File: src/rtl/contra_pkg.sv
// Shared player-life definitions: state encodings and default frame timings.
package contra_pkg;

   typedef logic [1:0] life_state_t;

   localparam life_state_t ALIVE   = 2'd0;
   localparam life_state_t DYING   = 2'd1;
   localparam life_state_t RESPAWN = 2'd2;
   localparam life_state_t OUT     = 2'd3;

   localparam int unsigned MAX_DEATHS_D    = 3;
   localparam int unsigned DEATH_FRAMES_D  = 60;
   localparam int unsigned INVULN_FRAMES_D = 120;

endpackage

File: src/rtl/player_life_tracker_frame_countdown.sv
// 8-bit loadable frame down-counter; holds at zero, pauses when en is low.
module frame_countdown (
   input  logic       frame_clk,
   input  logic       Reset,
   input  logic       load,
   input  logic [7:0] load_val,
   input  logic       en,
   output logic [7:0] count,
   output logic       zero
);

   assign zero = (count == '0);

   always_ff @(posedge frame_clk or posedge Reset) begin
      if (Reset)
         count <= '0;
      else if (load)
         count <= load_val;
      else if (en && !zero)
         count <= count - 8'd1;
   end

endmodule

File: src/rtl/player_life_tracker.sv
// Turns per-frame hazard hits into a saturating death count and sequences
// death animation, respawn pulse and post-respawn invulnerability.
module player_life_tracker
   import contra_pkg::*;
#(
   parameter int unsigned MAX_DEATHS    = MAX_DEATHS_D,
   parameter int unsigned DEATH_FRAMES  = DEATH_FRAMES_D,
   parameter int unsigned INVULN_FRAMES = INVULN_FRAMES_D
) (
   input  logic       frame_clk,
   input  logic       Reset,
   input  logic       active,
   input  logic       hit_enemy,
   input  logic       hit_bullet,
   input  logic       fell,
   output logic [2:0] lives,
   output logic       dead,
   output logic       invuln,
   output logic       blink,
   output logic       respawn
);

   localparam logic [2:0] LIVES_MAX   = 3'(MAX_DEATHS);
   localparam logic [7:0] DEATH_LOAD  = 8'(DEATH_FRAMES - 1);
   localparam logic [7:0] INVULN_LOAD = 8'(INVULN_FRAMES - 1);

   life_state_t state, next_state;
   logic        load, lives_inc, respawn_set, zero;
   logic [7:0]  load_val, timer;
   logic        hazard;
   logic        unused_timer;

   assign hazard = hit_enemy | hit_bullet | fell;

   frame_countdown u_countdown (
      .frame_clk (frame_clk),
      .Reset     (Reset),
      .load      (load),
      .load_val  (load_val),
      .en        (active),
      .count     (timer),
      .zero      (zero)
   );

   // Nothing advances while frozen, so every transition is qualified by active.
   always_comb begin
      next_state  = state;
      load        = 1'b0;
      load_val    = '0;
      lives_inc   = 1'b0;
      respawn_set = 1'b0;
      if (active) begin
         case (state)
            ALIVE: begin
               if (hazard) begin
                  next_state = DYING;
                  load       = 1'b1;
                  load_val   = DEATH_LOAD;
                  lives_inc  = 1'b1;
               end
            end
            DYING: begin
               if (zero) begin
                  load = 1'b1;
                  if (lives == LIVES_MAX) begin
                     next_state = OUT;
                     load_val   = '0;
                  end else begin
                     next_state  = RESPAWN;
                     load_val    = INVULN_LOAD;
                     respawn_set = 1'b1;
                  end
               end
            end
            RESPAWN: begin
               // A pit kills through invulnerability and outranks expiry.
               if (fell) begin
                  next_state = DYING;
                  load       = 1'b1;
                  load_val   = DEATH_LOAD;
                  lives_inc  = 1'b1;
               end else if (zero) begin
                  next_state = ALIVE;
               end
            end
            default: next_state = state;
         endcase
      end
   end

   always_ff @(posedge frame_clk or posedge Reset) begin
      if (Reset) begin
         state   <= ALIVE;
         lives   <= '0;
         respawn <= 1'b0;
      end else begin
         state   <= next_state;
         respawn <= respawn_set;
         if (lives_inc && lives < LIVES_MAX)
            lives <= lives + 3'd1;
      end
   end

   assign dead         = (state == DYING) || (state == OUT);
   assign invuln       = (state == RESPAWN);
   assign blink        = invuln & timer[2];
   assign unused_timer = ^{timer[7:3], timer[1:0]};

endmodule

File: config.mk
export PLATFORM = sky130hd
export DESIGN_NAME = player_life_tracker
export DESIGN_NICKNAME = d
export VERILOG_FILES = /design/src/rtl/contra_pkg.sv /design/src/rtl/player_life_tracker_frame_countdown.sv /design/src/rtl/player_life_tracker.sv
export SDC_FILE = /design/constraint.sdc
export NUM_CORES = 1
export LEC_CHECK = 0
export CELL_PAD_IN_SITES_DETAIL_PLACEMENT = 1
export CELL_PAD_IN_SITES_GLOBAL_PLACEMENT = 1
export CORE_ASPECT_RATIO = 1.1
export CORE_MARGIN = 10
export CORE_UTILIZATION = 46
export DETAILED_ROUTE_END_ITERATION = 8
export DONT_BUFFER_PORTS = 1
export PLACE_DENSITY = 0.85
export SLEW_MARGIN = 20
export SYNTH_ARGS = -nofsm -noshare
export SYNTH_HDL_FRONTEND = slang
export SYNTH_SLANG_ARGS = --single-unit
File: constraint.sdc
create_clock -name frame_clk -period 2.2 [get_ports frame_clk]
set_input_delay 0.66 -clock frame_clk [delete_from_list [all_inputs] [get_ports frame_clk]]
set_output_delay 0.66 -clock frame_clk [all_outputs]
set_load 0.02 [all_outputs]
# After elaboration in Yosys (flattened, before gate mapping)
# Index checks and enable logic that the tools add are counted.
# word_totals
n_memories	0
out_inout_bits	7
latchBits	0
ram_bits	0
rom_bits	0
input_bits	6
ff_bits	14
word_cells	51
# op_classes
n_eq_ne	7
n_reduce_logical	9
multipliers	0
shift	0
n_div	0
bitwise_logic	3
muxes	25
addsub	2
n_lt_le_gt_ge	1
# ops
op	n
$mux W7	3
$pmux W7 S3	1
$mux W8	2
$mux W6	2
$mux W1	10
$logic_not A8 Y1	1
$mux W2	4
$sub A8 B1 Y8 const B	1
$pmux W2 S3	1
$reduce_and A5 Y1	1
$eq A2 B2 Y1 const B	2
$add A3 B1 Y3 const B	1
$eq A3 B2 Y1 const B	1
$lt A3 B2 Y1 const B	1
$ne A3 B2 Y1 const B	1
$pmux W1 S3	1
$reduce_bool A3 Y1	1
$eq A2 B1 Y1 const B	1
$logic_and A1 B1 Y1	2
$logic_not A2 Y1	1
$ne A2 B1 Y1 const B	1
$ne A2 B2 Y1 const B	1
$or A1 B1 Y1	2
$pmux W1 S2	1
other kinds (4)	4

# Depth between registers and ports, before layout
# logic_depth
ltp_word	6
depth_mapped	7
depth_no_buf	6

# Hierarchy
# From an unflattened synthesis, not the netlist that was laid out.
# unflattened
cells_unflattened	113
hier_area_um2	1006.0
# by_module_without_submodules
module	cells_per_inst	n_inst	seq_area_each_um2	area_per_inst_um2
frame_countdown	63	1	200.2	545.5
player_life_tracker	50	1	150.1	460.4

# Worst setup path before layout
# Ideal clock, no wire load.
# synth_path
kind	reg2reg
start	register u_countdown.count[0]
end	register u_countdown.count[0]
t_required_ns	2.106
path_buffers	0
t_arrival_ns	1.781
setup_time_ns	0.094
synth_period_minus_slack_ns	1.875
path_slack_ns	0.325
stages_incl_launch_ff	7
cell_sequence	dfrtp_1 > inv_1 > ha_1 > or3b_2 > nor4_4 > nor3_1 > a211oi_1
# synth_between
elab_chain_len	5
word_cells_on_any_way	13
classes_between	add/sub: 1; mux: 8; reduce/logical: 4
# synth_lines
element	line	text
start, declared	player_life_tracker_frame_countdown.sv:8	output logic [7:0] count,
start signal, assigned	player_life_tracker_frame_countdown.sv:18	count <= load_val;
start signal, assigned	player_life_tracker_frame_countdown.sv:20	count <= count - 8'd1;
branches (longest 5 deep; another with $sub A8 B1 Y8)	--	
# Parallel ways; which one is timed is not known. The select of a mux whose other input is x is not followed.
# A chain may end at the register's enable or synchronous reset.

# Worst setup path in the final report
# Ends and elaborated chain as after synthesis.

==> run metrics <==
PortBufs 0; First-pass DRT Iterations 4; most common cell after layout, fill and taps aside dfrtp_1; area leader, netlist dfrtp_1; crit path buf inv count 2; clk root buf clkbuf_4; simple-gate share of the synthesized area 26.6%; final total negative setup slack 0 ns; GPL Wtd Cong 0.871; max incr delay on CP ~0.50 ns; Post-Syn Area per Cell slightly below 9 um^2; Int Power between 0.0006 and 0.0007 W; initial core utilization about 47%; multiplexer area fraction after synthesis 3.95%; initial DRC count 66; net switching power 0.000626 W; skew final 0.000662 ns; Peak Freq 476 MHz; switching share of power 47.8%; Hold WS 0.302 ns; Clk Latency, worst-skew pair 0.29 ns; die area approximately 4600 um^2; crit end category flip-flop; core region area between 2000 and 2500 um^2; Die Wd approximately 65 um; area delta synth->final 10.3%; Final period util 95.6%; Worst path depth 7; data required time of the critical path 2.40 ns; nets approximately 140; clk slew on worst S/H paths 0.09 ns; proportion of layout cells with a drive suffix above 1 15.9%; Final Hold Viols 0; CTS tree yes; Vias approximately 970; worst r2r path cells 7; final setup violation count 0; Crit Path Class flip-flop to flip-flop; top cells by area, synth dfrtp_1 (34%), ha_1 (9.6%), inv_1 (3.6%), nand2_1 (3.6%), a311oi_1 (3.4%); vias in the first global route about 1100; most frequent cells in the layout dfrtp_1 (14), nand2_1 (10), inv_1 (9); largest net degree at the start of global routing 15; Final Util 52.2%; post-route cell area 1150 um^2; yosys warns 0; clock network power share 11.7%; post-synthesis async set-or-reset flop share 100%; Combinational Power Share between 50% and 60%; leakage power 0.525 nW; CTS Buf Count 3; Post-Syn Nets roughly 130; clock sinks 14; IO Pins 13; dominant synthesized flop cell dfrtp_1; MaxCap Viol Count 0; Mapped Area 1040 um^2; Antenna diodes 0; cells along the critical path inv_2 > ha_1 > or3b_2 > nor4_4 > buf_4 > nor3_1 > a211oi_1; Yosys top cell area share 33.5%; library cells used by synthesis 35; Via density 6.23; Overflow after GRT 0; post-DR wirelength/cell 19.1 um; worst hold path type primary input to asynchronous set/reset pin; peak supply drop 0.000468 V; total track usage 13.3%; final WL 2.97 mm; DRC 0; Slew @ Worst Pin 0.569 ns; status finished clean; area post-placement 1120 um^2; Final Max Tran Viols 0; crit-path max FO 6; Worst path top cell family by delay simple AND/OR/NAND/NOR gates; Syn Inst Count roughly 120; relative slew slack 62.0%; largest family of logic cells by synthesized area simple AND/OR/NAND/NOR gates; PD cells 1140 nW/um^2; WP data arrival 2.30 ns; H-tree Lvls 1; Synth Area in Adders 9.58%; Place WS 0.0668 ns; CP Launch Type flip-flop; Synth Area in XOR/XNOR 0%; Period minus WS final 2.10 ns; compound-cell area share of the yosys netlist about a fifth; Fillers between 200 and 300; initial antenna violation count 0; sequential share of power ~33%; RSZ-0062 raised after global routing false; post-DP HPWL 2.30 mm; global-route wire length before repair 4.96 mm; worst setup margin a little under 0.1 ns; clock tree buffer depth 2; Routed Antenna Nets 0; row count 18; Die Span Y between 60 and 70 um; sequential area share after synthesis 33.5%; Synth Register Bits 14; Post-synth EDFFs 0; Slowest cell on crit path or3b_2
==> final cells by class <==
cell class | instances | area (um^2) | share of cell area [%]
clock buffers | 3 | 22.5 | 1.95
repair buffers | 8 | 60.1 | 5.21
inverters | 10 | 37.5 | 3.26
flip-flops and latches | 14 | 350 | 30.4
well taps | 30 | 37.5 | 3.26
multi-input cells | 91 | 644 | 55.9
==> power by group through the flow <==
stage | clock [W] | combinational (W) | sequential, W
global route | 0.000163 | 0.000806 | 0.000443
finish | 0.000153 | 0.000728 | 0.000431
floorplan | 0 | 0.000530 | 0.000401
detailed placement | 0 | 0.000708 | 0.000434
CTS | 0.000153 | 0.000718 | 0.000427
global placement | 0 | 0.000659 | 0.000426
==> repair_timing <==
| action | in CTS | in global routing |
|---|---|---|
| hold buffers | 0 | 0 |
| resized for setup | 0 | 3 |
| setup buffers | 0 | 1 |
| endpoints found under the setup margin | 0 | 8 |
| hold endpoints to repair | 0 | 0 |
==> sequential cells by signal (all words and copies together) (netlist names) <==
signal / cells
lives: 3
respawn: 1
state: 2
u_countdown.count: 8
==> routing by layer <==
metal  global-route usage, %  vias up  part of all wire [%]
met5                       0        -                     0
met3                    4.15       13                   5.1
met2                    22.0       27                    49
met1                    14.3      475                    43
met4                    7.38        0                   3.0
li1                        -      457                     -
==> logic make-up after synthesis <==
logic type                 count (synthesis)
adders and majority gates                  8
and+or+nand+nor                           48
buffers and inverters                     13
muxes                                      4
DFF                                       14
AOI/OAI and AO/OA                         31
==> per-stage QoR <==
stage,power (W),cells
final,0.00131,156
after global routing,0.00141,156
after floorplan,0.000932,118
after CTS,0.00130,155
after global placement,0.00108,152
after detailed placement,0.00114,152
==> final timing paths <==
check	to	slack, ns	startpoint
worst min-delay path	lives[2]	0.30	Reset
min in group frame_clk	respawn	0.53	active
worst max-delay path	u_countdown.count[0]	0.1	u_countdown.count[0]
worst max register to register	u_countdown.count[0]	0.1	u_countdown.count[0]
worst min register to register	state[1]	0.57	state[1]
max in group asynchronous	u_countdown.count[1]	1.53	Reset
==> cells in the mapped netlist, types with 3 or more instances <==
cell,number
nor2_1,7
o21ai_1,3
mux2i_1,3
nand2_1,10
inv_1,10
nor2b_1,3
nand3_1,5
nand2b_1,5
a311oi_1,4
a211oi_1,4
nor3_1,6
a21oi_1,6
ha_1,8
dfrtp_1,14
o221ai_1,4
Power figures use the tool's default switching activity.
